$ cat src/rtl/pixel_stream_pkg.sv
// Shared definitions for the pixel stream source: FSM states and default image geometry.
// Latency: n/a (types and constants only).
// Backpressure: n/a. Optional macro PIXEL_STREAM_GAP_EN adds the inter-line GAP state.
package pixel_stream_pkg;

   localparam int DEF_IMG_WIDTH  = 512;
   localparam int DEF_IMG_HEIGHT = 512;
   localparam int DEF_ITEM_SIZE  = 8;

   // Output buffer depth; the read-issue credit check is built around two slots.
   localparam int SKID_DEPTH = 2;

   typedef enum logic [2:0] {
      ST_IDLE   = 3'd0,
      ST_STREAM = 3'd1,
`ifdef PIXEL_STREAM_GAP_EN
      ST_GAP    = 3'd2,
`endif
      ST_DRAIN  = 3'd3,
      ST_DONE   = 3'd4
   } state_t;

   // Counter width for a range of n values, never narrower than one bit.
   function automatic int clog2_min1(input int n);
      return (n > 1) ? $clog2(n) : 1;
   endfunction

endpackage

$ cat src/rtl/pixel_skid_buffer.sv
// 2-entry valid/ready FIFO holding a pixel together with its sof/eol tags.
// Latency: an entry written on one edge is presented on pop_* in the following cycle.
// Backpressure: pop side is valid/ready; push side has no ready, the writer reserves room with credits.
module pixel_skid_buffer
   import pixel_stream_pkg::*;
#(
   parameter int WIDTH = DEF_ITEM_SIZE + 2
) (
   input  logic             clk,
   input  logic             rst,
   input  logic             push_vld,
   input  logic [WIDTH-1:0] push_dat,
   output logic             pop_vld,
   output logic [WIDTH-1:0] pop_dat,
   input  logic             pop_rdy,
   output logic [1:0]       level
);

   logic [WIDTH-1:0] entry_q [SKID_DEPTH];
   logic             wr_ptr_q;
   logic             rd_ptr_q;
   logic [1:0]       level_q;
   logic             pop;

   assign pop_vld = (level_q != 2'd0);
   assign pop     = pop_vld && pop_rdy;
   // Head is forced to zero when empty so stale entries never leak onto the bus.
   assign pop_dat = pop_vld ? entry_q[rd_ptr_q] : '0;
   assign level   = level_q;

   // Storage, pointers and occupancy; head stays put until it is popped.
   always_ff @(posedge clk or posedge rst) begin
      if (rst) begin
         entry_q[0] <= '0;
         entry_q[1] <= '0;
         wr_ptr_q   <= 1'b0;
         rd_ptr_q   <= 1'b0;
         level_q    <= 2'd0;
      end else begin
         if (push_vld) begin
            entry_q[wr_ptr_q] <= push_dat;
            wr_ptr_q          <= ~wr_ptr_q;
         end
         if (pop) begin
            rd_ptr_q <= ~rd_ptr_q;
         end
         level_q <= level_q + 2'(push_vld) - 2'(pop);
      end
   end

endmodule

$ cat src/rtl/pixel_stream_source.sv
// Reads a frame from memory in raster order and streams it out with sof/eol tags.
// Latency: first pixel valid 2 cycles after start is sampled, then one pixel per cycle while ready is high.
// Backpressure: reads issue only when the 2-entry skid buffer can absorb them; ready low stalls reads at once.
// Optional macro PIXEL_STREAM_GAP_EN: inserts LINE_GAP read-free cycles after every line but the last.
module pixel_stream_source
   import pixel_stream_pkg::*;
#(
   parameter int IMG_WIDTH  = DEF_IMG_WIDTH,
   parameter int IMG_HEIGHT = DEF_IMG_HEIGHT,
   parameter int ITEM_SIZE  = DEF_ITEM_SIZE,
   parameter int ADDR_W     = 18,
   parameter int LINE_GAP   = 4
) (
   input  logic                 clk,
   input  logic                 rst,
   input  logic                 start,
   output logic                 mem_rd_en,
   output logic [ADDR_W-1:0]    mem_addr,
   input  logic [ITEM_SIZE-1:0] mem_rd_data,
   output logic [ITEM_SIZE-1:0] pixel_out,
   output logic                 pixel_out_valid,
   input  logic                 pixel_out_ready,
   output logic                 sof,
   output logic                 eol,
   output logic                 busy,
   output logic                 frame_done
);

   localparam int COL_W = clog2_min1(IMG_WIDTH);
   localparam int ROW_W = clog2_min1(IMG_HEIGHT);
   localparam int BUF_W = ITEM_SIZE + 2;
   localparam logic [COL_W-1:0] COL_LAST = COL_W'(IMG_WIDTH - 1);
   localparam logic [ROW_W-1:0] ROW_LAST = ROW_W'(IMG_HEIGHT - 1);

   state_t            state_q;
   state_t            state_d;

   logic [COL_W-1:0]  col_q;
   logic [ROW_W-1:0]  row_q;
   logic [ADDR_W-1:0] addr_q;

   // Read return pipeline: memory answers one cycle after the strobe.
   logic              rd_vld_q;
   logic              rd_sof_q;
   logic              rd_eol_q;

   logic              buf_vld;
   logic [BUF_W-1:0]  buf_dat;
   logic [1:0]        buf_level;
   logic              buf_pop;

   logic [2:0]        occ_after;
   logic              slot_free;
   logic              drained;
   logic              is_eol;
   logic              is_last;
   logic              issue;

   assign is_eol  = (col_q == COL_LAST);
   assign is_last = is_eol && (row_q == ROW_LAST);
   assign buf_pop = buf_vld && pixel_out_ready;

   // Slots committed once this cycle ends: buffered pixels plus the read in flight,
   // minus a pixel leaving now. A new read is only allowed if its data will have a home.
   assign occ_after = {1'b0, buf_level} + 3'(rd_vld_q) - 3'(buf_pop);
   assign slot_free = (occ_after < 3'd2);
   assign drained   = (occ_after == 3'd0);

`ifdef PIXEL_STREAM_GAP_EN
   localparam int GAP_W = clog2_min1(LINE_GAP);
   localparam logic [GAP_W-1:0] GAP_LAST = GAP_W'(LINE_GAP - 1);

   logic [GAP_W-1:0] gap_cnt_q;

   // Counts cycles spent in GAP; the gap starts right after the line's last read, so with
   // ready held high the output shows exactly LINE_GAP idle cycles between lines.
   always_ff @(posedge clk or posedge rst) begin
      if (rst) begin
         gap_cnt_q <= '0;
      end else if (state_q == ST_GAP) begin
         gap_cnt_q <= gap_cnt_q + GAP_W'(1);
      end else begin
         gap_cnt_q <= '0;
      end
   end
`else
   // LINE_GAP only matters when the inter-line gap is built in.
   logic [31:0] line_gap_unused;
   assign line_gap_unused = LINE_GAP;
`endif

   // State register.
   always_ff @(posedge clk or posedge rst) begin
      if (rst) begin
         state_q <= ST_IDLE;
      end else begin
         state_q <= state_d;
      end
   end

   // Next-state and read-issue decision; start is only honoured in IDLE.
   always_comb begin
      state_d = state_q;
      issue   = 1'b0;
      case (state_q)
         ST_IDLE: begin
            if (start) begin
               state_d = ST_STREAM;
            end
         end
         ST_STREAM: begin
            if (slot_free) begin
               issue = 1'b1;
               if (is_last) begin
                  state_d = ST_DRAIN;
               end
`ifdef PIXEL_STREAM_GAP_EN
               else if (is_eol) begin
                  state_d = ST_GAP;
               end
`endif
            end
         end
`ifdef PIXEL_STREAM_GAP_EN
         ST_GAP: begin
            if (gap_cnt_q == GAP_LAST) begin
               state_d = ST_STREAM;
            end
         end
`endif
         ST_DRAIN: begin
            // Leave as soon as the final pixel is leaving, so frame_done follows it by one cycle.
            if (drained) begin
               state_d = ST_DONE;
            end
         end
         ST_DONE: begin
            state_d = ST_IDLE;
         end
         default: begin
            state_d = ST_IDLE;
         end
      endcase
   end

   // Raster position of the next read; cleared on an accepted start and after the last read.
   always_ff @(posedge clk or posedge rst) begin
      if (rst) begin
         col_q  <= '0;
         row_q  <= '0;
         addr_q <= '0;
      end else if ((state_q == ST_IDLE) && start) begin
         col_q  <= '0;
         row_q  <= '0;
         addr_q <= '0;
      end else if (issue) begin
         if (is_last) begin
            col_q  <= '0;
            row_q  <= '0;
            addr_q <= '0;
         end else if (is_eol) begin
            col_q  <= '0;
            row_q  <= row_q + ROW_W'(1);
            addr_q <= addr_q + ADDR_W'(1);
         end else begin
            col_q  <= col_q + COL_W'(1);
            addr_q <= addr_q + ADDR_W'(1);
         end
      end
   end

   // Carry the frame/line tags alongside the read so they land with the returned pixel.
   always_ff @(posedge clk or posedge rst) begin
      if (rst) begin
         rd_vld_q <= 1'b0;
         rd_sof_q <= 1'b0;
         rd_eol_q <= 1'b0;
      end else begin
         rd_vld_q <= issue;
         rd_sof_q <= issue && (addr_q == '0);
         rd_eol_q <= issue && is_eol;
      end
   end

   pixel_skid_buffer #(
      .WIDTH (BUF_W)
   ) u_skid (
      .clk      (clk),
      .rst      (rst),
      .push_vld (rd_vld_q),
      .push_dat ({rd_sof_q, rd_eol_q, mem_rd_data}),
      .pop_vld  (buf_vld),
      .pop_dat  (buf_dat),
      .pop_rdy  (pixel_out_ready),
      .level    (buf_level)
   );

   assign mem_rd_en       = issue;
   assign mem_addr        = addr_q;
   assign pixel_out       = buf_dat[ITEM_SIZE-1:0];
   assign eol             = buf_dat[ITEM_SIZE];
   assign sof             = buf_dat[ITEM_SIZE+1];
   assign pixel_out_valid = buf_vld;
   assign busy            = (state_q != ST_IDLE);
   assign frame_done      = (state_q == ST_DONE);

endmodule

$ cat config.mk
export PLATFORM = sky130hd
export DESIGN_NAME = pixel_stream_source
export DESIGN_NICKNAME = d
export VERILOG_FILES = /design/src/rtl/pixel_stream_pkg.sv /design/src/rtl/pixel_skid_buffer.sv /design/src/rtl/pixel_stream_source.sv
export SDC_FILE = /design/constraint.sdc
export NUM_CORES = 1
export LEC_CHECK = 0
export BUFFER_PORTS_ARGS = -buffer_cell sky130_fd_sc_hd__buf_2
export CAP_MARGIN = 10
export CORE_MARGIN = 2
export CORE_UTILIZATION = 30
export CTS_CLUSTER_SIZE = 30
export DETAILED_ROUTE_END_ITERATION = 6
export HOLD_SLACK_MARGIN = 0.05
export PLACE_DENSITY = 0.48
export REMOVE_ABC_BUFFERS = 1
export SYNTH_ARGS = -nofsm -noshare
export SYNTH_HDL_FRONTEND = slang
export SYNTH_HIERARCHICAL = 1
export SYNTH_SLANG_ARGS = --single-unit
$ cat constraint.sdc
create_clock -name clk -period 7.5 [get_ports clk]
set_clock_uncertainty 0.1 [all_clocks]
set_input_delay 0.375 -clock clk [delete_from_list [all_inputs] [get_ports clk]]
set_output_delay 0.375 -clock clk [all_outputs]
set_load 0.02 [all_outputs]
**After elaboration in Yosys (flattened, before gate mapping)**

Index checks and enable logic that the tools add are counted.

- Add/subtract/negate cells: 7
- $lt $le $gt $ge: 4
- Equal/unequal tests: 9
- Muxes and demuxes: 25
- Bitwise operators: 4
- Reduce and logical (&&, ||, !) cells: 15

Operators with widths:

| cell | number |
|---|---|
| $mux 9 | 8 |
| $mux 18 | 3 |
| $mux 10 | 5 |
| $bwmux 20 | 1 |
| $add 18x1->18 const B | 1 |
| $add 9x1->9 const B | 2 |
| $eq 9x9->1 const B | 2 |
| $logic_not 18->1 | 1 |
| $mux 3 | 4 |
| $demux 10 s1 | 1 |
| $pmux 3 s3 | 1 |
| $ne 2x2->1 const B | 4 |
| $logic_and 1x1->1 | 6 |
| $logic_not 3->1 | 2 |
| $reduce_bool 3->1 | 2 |
| $ge 2x2->1 const B | 2 |
| $not 1->2 | 2 |
| $reduce_and 4->1 | 1 |
| $reduce_bool 2->1 | 2 |
| $add 2x1->3 | 1 |
| $eq 3x1->1 const B | 1 |
| $eq 3x2->1 const B | 1 |
| $eq 3x3->1 const B | 1 |
| $lt 3x2->1 const B | 1 |
| other kinds (7) | 9 |

- Register bits after elaboration: 66
- Input bits: 12
- Output and inout bits: 32
- Word-level logic and storage cells: 76

**Logic depth before layout (Yosys ltp)**

- Depth in word-level cells: 8
- Depth in mapped cells: 14
- Mapped depth without buffers: 12

**Modules after synthesis**

The synthesis kept the hierarchy.

Modules (own cells, without submodules):

| module | instances | cells an instance | area each (um^2) | sequential area each (um^2) |
|---|---|---|---|---|
| pixel_stream_source | 1 | 264 | 2396.0 | 1051.0 |
| pixel_skid_buffer | 1 | 82 | 1124.8 | 600.6 |

**Least setup slack after synthesis**

OpenSTA, ideal clock, no wires.

- Path type: register to register
- From: register u_skid.level_q[1] (netlist: u_skid/level[1])
- To: register addr_q[13] (netlist: mem_addr[13])
- Setup time: 0.078 ns
- Arrival: 3.229 ns
- Required time: 7.322 ns
- Slack: 4.093 ns
- Stages on the path, launching flop included: 14
- Buffers on the path: 2
- Period minus slack after synthesis: 3.407 ns
- Cell sequence: dfrtp_1 > nor2_1 > buf_2 > inv_1 > and2_1 > ha_1 > inv_1 > ha_1 > fa_1 > nor4b_4 > a21oi_2 > buf_6 > or4_1 > a21oi_1

- Longest elaborated chain between the ends: 7
- Elaborated cells between the ends (all ways): 8
- Classes of those cells: add/sub (2); order compare (1); mux (2); reduce/logical (3)

RTL lines:

| what | line | text |
|---|---|---|
| start: declaration | pixel_skid_buffer.sv:22 | `logic [1:0] level_q;` |
| start signal: assignment | pixel_skid_buffer.sv:47 | `level_q <= level_q + 2'(push_vld) - 2'(pop);` |
| $reduce_bool 2->1 | pixel_skid_buffer.sv:25 | `assign pop_vld = (level_q != 2'd0);` |
| via pixel_out_valid | pixel_stream_source.sv:21 | `output logic pixel_out_valid,` |
| $logic_and 1x1->1 | pixel_stream_source.sv:61 | `assign buf_pop = buf_vld && pixel_out_ready;` |
| $sub 3x1->3 | pixel_stream_source.sv:65 | `assign occ_after = {1'b0, buf_level} + 3'(rd_vld_q) - 3'(buf_pop);` |
| $lt 3x2->1 | pixel_stream_source.sv:66 | `assign slot_free = (occ_after < 3'd2);` |
| $mux 1 | pixel_stream_source.sv:112 | `if (slot_free) begin` |
| $mux 1 | pixel_stream_source.sv:105 | `case (state_q)` |
| $reduce_bool 2->1 (no source line) | n/a |  |
| end signal: assignment | pixel_stream_source.sv:164 | `addr_q <= addr_q + ADDR_W'(1);` |
| end signal: assignment | pixel_stream_source.sv:167 | `addr_q <= addr_q + ADDR_W'(1);` |
| end: declaration | pixel_stream_source.sv:40 | `logic [ADDR_W-1:0] addr_q;` |

The timed path passes the listed nets, and every way through them passes these cells.
A chain may end at the register's enable or synchronous reset.

**Worst setup path in the final report**

- From: register u_skid.level_q[1] (netlist: u_skid/level[1])
- To: output port mem_rd_en

- Longest elaborated chain between the ends: 6
- Elaborated cells between the ends (all ways): 7
- Classes of those cells: add/sub (2); order compare (1); mux (2); reduce/logical (2)

RTL lines:

| what | line | text |
|---|---|---|
| branches (longest 2 deep; another with $add 2x1->3) | n/a |  |
| $sub 3x1->3 (*) | pixel_stream_source.sv:65 |  |
| $lt 3x2->1 (*) | pixel_stream_source.sv:66 |  |
| $mux 1 (*) | pixel_stream_source.sv:112 |  |
| $mux 1 (*) | pixel_stream_source.sv:105 |  |
| end: declaration | pixel_stream_source.sv:17 | `output logic mem_rd_en,` |

Mark *: on every way between the ends.

==> results.py <==
metrics = {
    "status": {
        "outcome": "complete, no violations",
    },
    "critical_path": {
        "endpoint_kind": "primary output",
        "path_class": "flop to primary output",
        "critPathMaxFanout": 11,
        "required_ns": 7.03,
        "cp-start-kind": "flop",
        "r2r_slack_ns": 3.42,
        "r2r-start": "u_skid/level[1]$_DFF_PP0_",
        "crit_buf_inv": 4,
        "slowest_stage": "nor2_1",
        "critical_path.cell_chain": "nor2_1 > inv_1 > and2_1 > ha_1 > inv_1 > ha_1 > fa_1 > nor4b_4 > nand2_1 > inv_2 > buf_2",
        "cp.arrival_ns": 3.86,
        "crit_cells": 11,
        "cp_slowest_stage_delay_ns": 0.67,
        "rr_worst_depth": 12,
        "reg2reg_to": "mem_addr[10]$_DFFE_PP0P_",
        "crit_family": "simple AND/OR/NAND/NOR gates",
    },
    "drt": {
        "first_iter_violations": 152,
        "totalWireLength_mm": 8.14,
        "vias_per_cell": 5.13,
        "drc": 0,
        "ant_nets": 0,
        "wl_per_cell_um": 15.1,
        "drt-pass1-iter-count": 4,
        "vias": 2761,
    },
    "global_routing": {
        "overflow": 0,
        "grt_pass1_wl_mm": 14.1,
        "first_global_vias": 2815,
        "grt_usage": 0.140,
        "antenna_found_initial": 0,
        "grt_max_degree": 43,
    },
    "finish": {
        "drive_gt1_frac": 0.225,
        "n_antenna_cell": 0,
        "layout_common_cells": "dfrtp_1 (66), buf_2 (43), a21oi_1 (28)",
        "ff_latch_area_um2": 1650,
        "fillCellCount": 1178,
        "final_common_cell": "dfrtp_1",
        "fin_nets": 413,
        "final_cell_area_um2": 4190,
        "fin_util": 0.367,
        "syn2layout_area_growth_pct": 18.9,
        "multi_input_area_um2": 1720,
    },
    "sta": {
        "layout_min_cycle_time_ns": 4.33,
        "relSlewSlack": 0.390,
        "slew_violations": 0,
        "fin_crit_sh": 0.578,
        "tightest_slew_ns": 0.914,
        "hold_viol_final": 0,
        "rsz0062_at_grt": "false",
        "fmax_ghz": 0.231,
        "fin_ws_ns": 3.17,
        "finalSetupViolCount": 0,
        "fin_tns_setup_ns": 0,
    },
    "synth": {
        "synth_seq_cells": 66,
        "async_flop_share": 1.00,
        "syn_area_um2": 3520,
        "netlist_instances": 346,
        "syn_avg_cell_area_um2": 10.2,
        "synth_edf_count": 0,
        "yosysSeqAreaShare": 0.469,
        "yosysUniqueCellTypes": 47,
        "synth_flop_cell": "dfrtp_1",
        "synth_warnings": 6,
    },
    "placement": {
        "portBuffers": 43,
        "dp_hpwl_mm": 5.47,
        "place_congestion": 0.782,
        "post_dp_cell_area_um2": 3860,
        "place_ws_ns": 3.43,
    },
    "floorplanning": {
        "io_pins": 44,
        "dieArea_um2": 12600,
        "std_cell_rows": 39,
        "die_x_um": 112,
        "die_h_um": 112,
        "initial_core_util": 0.308,
        "coreArea_um2": 11400,
    },
    "run": {
        "cap_violations": 0,
    },
    "cts": {
        "numCtsBuffers": 9,
        "max-clock-path-buffers": 2,
        "cts_root_buf": "clkbuf_16",
        "htreeDepth": 3,
        "cts.sink_count": 66,
        "clkSlewWorstSetupHoldPaths_ns": 0.06,
        "tritoncts": "done",
        "postCtsSetupRepairBufs": 0,
        "cts_resized": 0,
        "clk_latency_ns": 0.33,
        "ctsHoldBuffers": 0,
    },
    "pwr": {
        "powerDensity_nw_per_um2": 397,
        "ir_worst_vdd_uv": 194,
        "p_leak_nw": 1.92,
    },
    "min_path": {
        "worstHoldPathType": "primary input to asynchronous set/reset pin",
    },
}
-- synthesized netlist by cell type (3+ instances only) --
master    instances  area share
a21oi_1          28       0.040
or3_1            13       0.023
xnor2_1           3      0.0075
nor2_1           21       0.022
nor2b_1           3      0.0053
buf_6             3      0.0096
nand2b_1          5      0.0089
nor3_1            6      0.0085
nand3_1          18       0.026
or4_1            11       0.023
ha_1             10       0.036
dfrtp_1          66        0.47
nand2_1          25       0.027
mux2i_1          11       0.031
nand4_1          12       0.021
inv_1            17       0.018
buf_2             3      0.0043
mux2_2           10       0.032
nor4_1            3      0.0053
o31ai_1          11       0.023
o21ai_0          19       0.027
clkbuf_1          6      0.0064
and4_1            3      0.0075
mux2_4           10       0.043
-- stage by stage --
step                      hold WS [ns]  power (mW)  instances
after floorplan                  0.290        1.01        333
after global placement           0.386        1.21        522
after detailed placement         0.389        1.21        522
after CTS                        0.114        1.69        538
after global routing             0.149        1.79        538
final                           0.0948        1.66        538
-- area by class of cell --
cell class              instances  share of cell area
multi-input cells             249               0.411
flip-flops and latches         66               0.394
clock buffers                  10              0.0571
repair buffers                 46              0.0568
well taps                     143              0.0427
clock inverters                 6              0.0215
inverters                      18              0.0161
-- tightest hold or removal path, cell delays in order --
cell and delay [ns]:
buf_2 0.10, inv_1 0.04, buf_4 0.46
-- power breakdown --
group          switching (mW)  total [mW]  internal (mW)
sequential             0.0977       0.548          0.451
clock                   0.163       0.463          0.300
combinational           0.396       0.649          0.254
-- registers in the layout, indices dropped and copies added, names as in the netlist --
name / cells
u_skid/level: 2
row_q: 9
u_skid/wr_ptr_q: 1
rd_eol_q: 1
rd_sof_q: 1
mem_addr: 18
state_q: 3
col_q: 9
u_skid/rd_ptr_q: 1
rd_vld_q: 1
u_skid/entry_q: 20
-- metal layers --
metal	track usage	up-vias	wire length, µm
li1	-	1354	-
met1	0.184	1350	3840
met2	0.221	51	3840
met3	0.0486	6	368
met4	0.0366	0	93
met5	0	-	0
-- how the worst max path moves through the flow --
stage	start	to	slack [ns]
after global routing	u_skid/level[1]$_DFF_PP0_	mem_rd_en	2.85
after detailed placement	u_skid/level[1]$_DFF_PP0_	mem_addr[10]$_DFFE_PP0P_	3.43
after global placement	u_skid/level[1]$_DFF_PP0_	mem_addr[10]$_DFFE_PP0P_	3.51
after floorplan	u_skid/level[1]$_DFF_PP0_	mem_addr[10]$_DFFE_PP0P_	3.70
final	u_skid/level[1]$_DFF_PP0_	mem_rd_en	3.17
after CTS	u_skid/level[1]$_DFF_PP0_	mem_rd_en	3.14
-- cells by family (layout without fill, tap and decap cells) --
kind of cell	after synthesis	in the layout	synth area share
mux	31	31	0.106
fa+ha+maj	11	11	0.0412
xor+xnor	5	5	0.0146
buf+inv	31	80	0.0416
simple gates	132	132	0.212
flops	66	66	0.469
compound gates	70	70	0.115
Power figures use the tool's default switching activity.
